`src/rtl/uart_rx_os16.sv`:
```
// uart_rx_os16: 16x-oversampling UART receiver.
// Synchronizes rx, qualifies the start bit at mid-bit, shifts DBIT data bits
// in LSB-first, checks the stop bit and presents the word with a one-cycle
// done strobe. All counting advances only on s_tick.
module uart_rx_os16 #(
  parameter int DBIT    = 8,   // data bits per frame (5..9)
  parameter int SB_TICK = 16   // ticks spent in STOP (16/24/32)
) (
  input  logic            clk,
  input  logic            reset,        // async, active low
  input  logic            s_tick,
  input  logic            rx,
  output logic [DBIT-1:0] dout,
  output logic            rx_done_tick,
  output logic            frame_err
);

  // Tick counter must reach SB_TICK-1 in STOP; 4 bits covers 0..15 otherwise.
  localparam int SW = (SB_TICK > 16) ? $clog2(SB_TICK) : 4;
  localparam int NW = (DBIT > 1) ? $clog2(DBIT) : 1;

  localparam logic [SW-1:0] S_MID      = SW'(7);
  localparam logic [SW-1:0] S_BIT_END  = SW'(15);
  localparam logic [SW-1:0] S_STOP_END = SW'(SB_TICK - 1);
  localparam logic [NW-1:0] N_LAST     = NW'(DBIT - 1);

  typedef enum logic [1:0] {IDLE, START, DATA, STOP} state_t;

  state_t          state_q, state_d;
  logic [SW-1:0]   s_q, s_d;
  logic [NW-1:0]   n_q, n_d;
  logic [DBIT-1:0] b_q, b_d;
  logic            stop_ok_q, stop_ok_d;
  logic            rx_meta_q, rx_meta_d;
  logic            rx_s_q, rx_s_d;
  logic [DBIT-1:0] dout_q, dout_d;
  logic            done_q, done_d;
  logic            ferr_q, ferr_d;
  logic            stop_now;

  assign dout         = dout_q;
  assign rx_done_tick = done_q;
  assign frame_err    = ferr_q;

  // Stop-bit value seen by the frame end; the bypass only matters when the
  // sample tick and the last STOP tick coincide.
  assign stop_now = (s_q == S_MID) ? rx_s_q : stop_ok_q;

  // Next-state logic: synchronizer, receive FSM and registered outputs.
  always_comb begin
    state_d   = state_q;
    s_d       = s_q;
    n_d       = n_q;
    b_d       = b_q;
    stop_ok_d = stop_ok_q;
    dout_d    = dout_q;
    ferr_d    = ferr_q;
    done_d    = 1'b0;
    rx_meta_d = rx;
    rx_s_d    = rx_meta_q;

    case (state_q)
      IDLE: begin
        // Falling edge starts a frame; a tick in this cycle is not counted.
        if (!rx_s_q) begin
          state_d = START;
          s_d     = '0;
        end
      end
      START: begin
        if (s_tick) begin
          if (s_q == S_MID) begin
            if (!rx_s_q) begin
              state_d = DATA;
              s_d     = '0;
              n_d     = '0;
            end else begin
              // Line went back high before mid-bit: glitch, drop it.
              state_d = IDLE;
            end
          end else begin
            s_d = s_q + SW'(1);
          end
        end
      end
      DATA: begin
        if (s_tick) begin
          if (s_q == S_BIT_END) begin
            s_d = '0;
            b_d = {rx_s_q, b_q[DBIT-1:1]};
            if (n_q == N_LAST) state_d = STOP;
            else               n_d     = n_q + NW'(1);
          end else begin
            s_d = s_q + SW'(1);
          end
        end
      end
      STOP: begin
        if (s_tick) begin
          if (s_q == S_MID) stop_ok_d = rx_s_q;
          if (s_q == S_STOP_END) begin
            state_d = IDLE;
            dout_d  = b_q;
            ferr_d  = ~stop_now;
            done_d  = 1'b1;
          end else begin
            s_d = s_q + SW'(1);
          end
        end
      end
      default: state_d = IDLE;
    endcase
  end

  // State and output registers; sync flops reset to the idle-high line level.
  always_ff @(posedge clk or negedge reset) begin
    if (!reset) begin
      state_q   <= IDLE;
      s_q       <= '0;
      n_q       <= '0;
      b_q       <= '0;
      stop_ok_q <= 1'b0;
      rx_meta_q <= 1'b1;
      rx_s_q    <= 1'b1;
      dout_q    <= '0;
      done_q    <= 1'b0;
      ferr_q    <= 1'b0;
    end else begin
      state_q   <= state_d;
      s_q       <= s_d;
      n_q       <= n_d;
      b_q       <= b_d;
      stop_ok_q <= stop_ok_d;
      rx_meta_q <= rx_meta_d;
      rx_s_q    <= rx_s_d;
      dout_q    <= dout_d;
      done_q    <= done_d;
      ferr_q    <= ferr_d;
    end
  end

endmodule

```
`config.mk`:
```
export PLATFORM = sky130hd
export DESIGN_NAME = uart_rx_os16
export DESIGN_NICKNAME = d
export VERILOG_FILES = /design/src/rtl/uart_rx_os16.sv
export SDC_FILE = /design/constraint.sdc
export NUM_CORES = 1
export LEC_CHECK = 0
export ABC_CLOCK_PERIOD_IN_PS = 4490
export CAP_MARGIN = 20
export CORE_MARGIN = 4
export CORE_UTILIZATION = 30
export DETAILED_ROUTE_END_ITERATION = 10
export PLACE_DENSITY = 0.58
export SLEW_MARGIN = 20
export SYNTH_ARGS = -nofsm -noshare
export SYNTH_HDL_FRONTEND = slang
export SYNTH_SLANG_ARGS = --single-unit
```
`constraint.sdc`:
```
create_clock -name clk -period 4.49 [get_ports clk]
set_input_delay 0.6735 -clock clk [delete_from_list [all_inputs] [get_ports clk]]
set_output_delay 0.6735 -clock clk [all_outputs]
set_load 0.01 [all_outputs]
```
## Word level (Yosys, flattened, before mapping)

Cells that the tools add are included.

- Bits of input ports: 4
- Flip-flop bits (word level): 30
- Output and inout port bits: 10
- Logic and storage cells: 67

- Reductions and logical operators: 8
- Mux-type cells: 29
- Eq/ne operators: 17
- Add/subtract/negate cells: 2
- Bitwise gates (word level): 1

Operator list:

| cell | count |
|---|---|
| 2-to-1 mux 4 bit | 7 |
| inequality test 2 bit, second input constant | 11 |
| 2-to-1 mux 2 bit | 9 |
| 2-to-1 mux 3 bit | 6 |
| one-hot mux 4 bit (4 select lines) | 1 |
| one-hot mux 2 bit (4 select lines) | 1 |
| AND reduction 8 bit | 1 |
| AND reduction 7 bit | 1 |
| one-hot mux 3 bit (2 select lines) | 1 |
| AND reduction 3 bit | 2 |
| adder 4 x 1 -> 4 bit, second input constant | 1 |
| equality test 2 bit, second input constant | 2 |
| equality test 4 x 3 -> 1 bit, second input constant | 1 |
| equality test 4 bit, second input constant | 1 |
| 2-to-1 mux 1 bit | 4 |
| AND reduction 4 bit | 1 |
| adder 3 x 1 -> 3 bit, second input constant | 1 |
| equality test 3 bit, second input constant | 1 |
| equality test 2 x 1 -> 1 bit, second input constant | 1 |
| logical NOT 2 bit | 1 |
| AND reduction 2 bit | 1 |
| nonzero test 2 bit | 1 |
| inverter 1 bit | 1 |

## Longest topological paths before layout

Gate-level depths: netlist (run 1).

- Word-level depth: 5
- Gate-level depth with buffers: 6
- Mapped depth without buffers: 6

## Worst setup path after synthesis (run 1)

Ideal clock, no wire load.

- Path kind: flip-flop to flip-flop
- From: register s_q[0]
- To: register s_q[2]
- Setup time: 0.144 ns
- Arrival: 1.528 ns
- Required time: 4.346 ns
- Path buffers: 0
- Stages on the path, launching flop included: 6
- Setup slack: 2.818 ns
- Cells stage by stage: dfrtp_1 -> ha_1 -> and4bb_2 -> or2_1 -> a222oi_1 -> o22ai_1

- Word-level cells in the longest chain between the ends: 4
- Elaborated cells between the ends (all ways): 12

RTL lines:

| element | line | RTL |
|---|---|---|
| from (decl) | 30 | `logic [SW-1:0] s_q, s_d;` |
| from (signal assigned) | 119 | `s_q <= '0;` |
| from (signal assigned) | 130 | `s_q <= s_d;` |
| adder 4 x 1 -> 4 bit, or another cell as far along | 82, 94, 107 |  |
| 2-to-1 mux 4 bit (on tied branches) | 101, 72, 88 |  |
| 2-to-1 mux 4 bit (on tied branches) | 99, 71, 87 |  |
| one-hot mux 4 bit (4 select lines) | 62 | `case (state_q)` |

Several ways; a longest one is shown, not always the timed one. The select of a mux whose other input is x is not followed.
A chain may end at the register's enable or synchronous reset.

## Worst setup path after layout (run 1)

- From: input s_tick
- To: register b_q[7]

- Word-level cells in the longest chain between the ends: 1

RTL lines:

| element | line | RTL |
|---|---|---|
| from (decl) | 11 | `input logic s_tick,` |
| AND reduction 3 bit (no line) | - |  |
| to (signal assigned) | 121 | `b_q <= '0;` |
| to (signal assigned) | 132 | `b_q <= b_d;` |
| to (decl) | 32 | `logic [DBIT-1:0] b_q, b_d;` |

No other way between the ends.

==> impl_metrics.toml, run 1 <==
[placement]
dpl-instance-area_um2 = 1530
port_buffers = 13
place_hpwl_um = 1660
dp_cells = 166
gp_congestion = 0.730
dp_slack_ns = 2.05

[detailed_routing]
wl_per_cell_um = 13.7
first_pass_iters = 4
ant_nets = 0
drc = 0
routed_wl_um = 2380
drtIter0Drc = 36
via_per_inst = 5.11
vias = 890

[clock_tree]
tritoncts = "built"
clk_pin_slew_ns = 0.06
cts_hold_buf = 0
clock-sinks = 30
cts_buffer_depth = 2
cts_root_buf = "clkbuf_8"
h-tree-depth = 2
numCtsBuffers = 5
cts_resized = 0
clk-insertion-delay-late_ns = 0.28
cts_setup_buffers = 0

[sta]
fin_skew_ns = 0.00567
setup_viol = 0
final-hold-violation-count = 0
rsz0062_at_grt = "false"
min_period_over_period_pct = 47.7
setup_tns_ns = 0
worst_slew_pin_slew_ns = 0.494
slew_viol_final = 0
whs_ns = 0.360
setup_ws_ns = 2.35
fin_crit_ns = 2.14
fmax_mhz = 466
slew_headroom_pct = 66.8

[synthesis]
synth_top_cell_by_area = "dfrtp_1"
synth_area_um2 = 1330
ys.flop_type = "dfrtp_1"
synth_warnings = 0
synth_area_leaders = "dfrtp_1, mux2_2, dfstp_2, ha_1, o21ai_0"
async_flop_share_pct = 100
seq_area_frac_synth_pct = 56.5
syn_area_per_cell_um2 = 12.9
yosys-top-cells-count = "dfrtp_1, mux2_2, nand2_1"
ys_ff_latch = 30
synth-edff-count = 0
syn-num-nets = 110
synth_top_area_share_pct = 52.6
synthCells = 103
synth.distinct_cells = 31
synth.most_common_cell = "dfrtp_1"

[floorplanning]
dieArea_um2 = 5570
row_count = 23
io_pins = 14
core-area_um2 = 4140
die_h_um = 74.6
start_util_pct = 32.2
dieWidth_um = 74.6

[cells_and_area]
n_antenna_cell = 0
final_cells = 174
fill_cells = 404
utilization_pct = 39.1
final_cell_area_um2 = 1620
drive_above_1_share_pct = 27.4
synthToLayoutAreaGrowth_pct = 21.5
final_nets = 130

[status]
status = "completed"

[worst_setup_path]
cp_cell_sequence = "clkdlybuf4s50_1 -> nand3_1 -> nor3_4 -> mux2_2"
critPathCaptureType = "flop"
crit_path_max_incr_delay_ns = 0.62
crit_path_top_delay_cell = "clkdlybuf4s50_1"
path_class = "input pin to flop"
critPathTopFamily = "buffers and inverters"
cp.arrival_ns = 2.31
crit_fanout = 8
startpoint_type = "input pin"
worstPathRequired_ns = 4.65
cp.buffers_inverters = 1

[global_routing]
grt_antenna_before_repair = 0
grt_start_max_net_pins = 31
grt_pass1_wl_um = 4060
globalRouteOverflowTotal = 0
grt_usage_pct = 9.85
grt_pass1_vias = 883

[min_path]
hold_path_class = "flop to flop"

[job]
cap_viol_max_count = 0

[power]
power_leakage_nw = 0.746
p_per_area_nw_per_um2 = 461
ir_worst_vdd_v = 0.000221
finalPower_mw = 0.747
==> worst paths after layout <==
path | from | endpoint | slack (ns) | depth (start not counted)
worst min-delay path | rx_meta_q | rx_s_q | 0.36 | 0
worst max register to register | s_q[0] | s_q[2] | 2.64 | 5
worst max-delay path | s_tick | b_q[7] | 2.35 | 4
max in group asynchronous | reset | rx_meta_q | 3.41 | 2
worst min register to register | rx_meta_q | rx_s_q | 0.36 | 0
min in group asynchronous | reset | stop_ok_q | 0.78 | 2
==> area by class of cell <==
type                       instances  area [um^2]  share of cell area [%]
sequential                        30          753                    46.5
multi-input combinational         67          556                    34.3
timing repair buffer              14          138                    8.50
clock buffer                       7         86.3                    5.33
tap                               50         62.6                    3.86
inverter                           5         18.8                    1.16
clock inverter                     1         5.00                   0.309
==> logic make-up (layout without fill, tap and decap cells) <==
family | Yosys count | after routing | share of synthesized area, %
simple gates | 27 | 27 | 13.4
flops | 30 | 30 | 56.5
fa+ha+maj | 3 | 3 | 2.82
mux | 19 | 19 | 16.1
compound gates | 18 | 18 | 9.39
buf+inv | 6 | 27 | 1.78
==> power by group <==
| group | total (mW) | switching, mW | internal [mW] | leakage [nW] |
|---|---|---|---|---|
| sequential | 0.359 | 0.0508 | 0.309 | 0.397 |
| combinational | 0.168 | 0.0929 | 0.0748 | 0.301 |
| clock | 0.220 | 0.0963 | 0.123 | 0.0482 |
==> cells in the final DEF, fill, tap and decap left out, types with 2 or more instances in the layout <==
master	count
dfrtp_1	28
mux2_2	19
clkdlybuf4s50_1	13
nand2_1	7
o21ai_0	6
nor2_1	6
clkbuf_8	6
inv_1	5
ha_1	3
o31ai_1	2
a211oi_1	2
and4_1	2
a22o_1	2
dfstp_2	2
==> state kept, by name, summed over array words and instances (netlist names), named ones only <==
register      cells
b_q               8
dout              8
frame_err         1
n_q               3
rx_done_tick      1
rx_meta_q         1
rx_s_q            1
s_q               4
state_q           1
stop_ok_q         1
==> layer usage <==
layer,vias to the layer above,track usage [%],part of all wire (%)
li1,424,-,-
met1,437,11.1,40
met2,23,16.2,52
met3,6,4.41,5.3
met4,0,4.15,1.8
met5,-,0,0
(Power assumes the default switching activity.)
==> inputs of run 2 (changes only) <==
--- a/config.mk
+++ b/config.mk
@@ -5,7 +5,7 @@
 export SDC_FILE = /design/constraint.sdc
 export NUM_CORES = 1
 export LEC_CHECK = 0
-export ABC_CLOCK_PERIOD_IN_PS = 4490
+export ABC_CLOCK_PERIOD_IN_PS = 2200
 export CAP_MARGIN = 20
 export CORE_MARGIN = 4
 export CORE_UTILIZATION = 30
==> constraint.sdc (replaced) <==
create_clock -name clk -period 2.2 [get_ports clk]
set_input_delay 0.33 -clock clk [delete_from_list [all_inputs] [get_ports clk]]
set_output_delay 0.33 -clock clk [all_outputs]
set_load 0.01 [all_outputs]
==> impl_metrics.toml, run 2 (synthesis results as in run 1) <==
[worst_setup_path]
crit_path_top_delay_cell = "dfrtp_1"
reg2reg_slack_ns = 0.30
path_class = "flop to flop"
critPathCaptureType = "flop"
cp_num_cells = 5
endpoint = "s_q[2]"
cp.arrival_ns = 2.04
critPathTopFamily = "compound AO/OA/AOI/OAI gates"
crit_start = "s_q[0]"
startpoint_type = "flop"
crit_path_max_incr_delay_ns = 0.40
cp.buffers_inverters = 0
rr_endpoint = "s_q[2]"
cp_cell_sequence = "ha_1 -> and4bb_2 -> or2_1 -> a222oi_1 -> o22ai_1"
crit_fanout = 8
timing.rr.start = "s_q[0]"
worstPathRequired_ns = 2.34
r2r_cells = 5

[global_routing]
grt_antenna_before_repair = 0
grt_start_max_net_pins = 31
grt_pass1_vias = 961
grt_pass1_wl_um = 4190
globalRouteOverflowTotal = 0
grt_usage_pct = 10.0

[cells_and_area]
multi_input_area_um2 = 556
synthToLayoutAreaGrowth_pct = 21.5
drive_above_1_share_pct = 27.4
fill_cells = 404
mostFrequentLayoutCells = "dfrtp_1, mux2_2, clkdlybuf4s50_1, nand2_1"
layout_commonest_cell = "dfrtp_1"
regArea_um2 = 753
final_nets = 130
n_antenna_cell = 0

[clock_tree]
clk_pin_slew_ns = 0.06
h-tree-depth = 2
numCtsBuffers = 5
clk-insertion-delay-late_ns = 0.28
tritoncts = "built"
clock-sinks = 30
cts_buffer_depth = 2
cts_root_buf = "clkbuf_8"
cts_resized = 0
cts_setup_buffers = 0
cts_hold_buf = 0

[sta]
fmax_mhz = 527
slew_headroom_pct = 69.1
min_period_over_period_pct = 86.3
fin_skew_ns = 0.00419
setup_ws_ns = 0.302
rsz0062_at_grt = "false"
final-hold-violation-count = 0
slew_viol_final = 0
fin_crit_ns = 1.90
setup_tns_ns = 0
worst_slew_pin_slew_ns = 0.462
setup_viol = 0
whs_ns = 0.359

[floorplanning]
io_pins = 14
start_util_pct = 32.2
row_count = 23
core-area_um2 = 4140
dieWidth_um = 74.6
dieArea_um2 = 5570
die_h_um = 74.6

[power]
ir_worst_vdd_v = 0.000407
p_clk_share_pct = 29.2
netSwitchingFraction_pct = 32.5
power_leakage_nw = 0.746
p_per_area_nw_per_um2 = 946
comb_power_share_pct = 22.7
p_switching_mw = 0.497
p_seq_share_pct = 48.1
p_int_mw = 1.03

[min_path]
whs_path_depth = 0
hold_path_class = "flop to flop"

[detailed_routing]
drtIter0Drc = 32
via_per_inst = 5.06
ant_nets = 0
drc = 0
routed_wl_um = 2430
wl_per_cell_um = 13.9
first_pass_iters = 4
vias = 881

[job]
cap_viol_max_count = 0

[placement]
gp_congestion = 0.731
place_hpwl_um = 1680
port_buffers = 13
dp_slack_ns = 0.105

[status]
status = "completed"
[run 2: final cells by class]
cell class / count / share of cell area [%]
flip-flops and latches: 30 / 46.5
multi-input cells: 67 / 34.3
inverters: 5 / 1.16
repair buffers: 14 / 8.50
well taps: 50 / 3.86
clock inverters: 1 / 0.309
clock buffers: 7 / 5.33
[run 2: per-layer routing]
metal	up-vias	track usage, %	part of all wire [%]
met5	-	0	0
met4	0	4.55	1.7
met3	5	3.60	5.5
met2	26	17.6	51
met1	429	10.8	42
li1	421	-	-
[run 2: worst min path at each step]
stage | slack (ns) | to | start
after global placement | 0.35 | rx_s_q | rx_meta_q
after CTS | 0.36 | rx_s_q | rx_meta_q
after floorplan | 0.03 | asynchronous set/reset pin | reset
final | 0.36 | rx_s_q | rx_meta_q
after detailed placement | 0.35 | rx_s_q | rx_meta_q
after global routing | 0.36 | rx_s_q | rx_meta_q
[run 2: worst reg2reg max path, stage by stage (launching register included)]
cell,delay (ns)
dfrtp_1,0.40
ha_1,0.31
and4bb_2,0.29
or2_1,0.21
a222oi_1,0.39
o22ai_1,0.15
[run 2: power by group through the flow]
stage          sequential, mW  clock (mW)  combinational [mW]
4_1_cts                 0.734       0.459               0.348
5_1_grt                 0.748       0.478               0.389
6_report                0.736       0.448               0.348
2_1_floorplan           0.702           0               0.288
3_5_place_dp            0.744           0               0.346
3_3_place_gp            0.739           0               0.332
[run 2: per-stage QoR]
step	utilization, %	cells	instance area, um^2	power, mW
finish	39.1	174	1620	1.53
global route	39.1	174	1620	1.62
CTS	39.1	174	1620	1.54
detailed placement	36.9	166	1530	1.09
global placement	36.9	166	1530	1.07
floorplan	-	103	1330	0.990
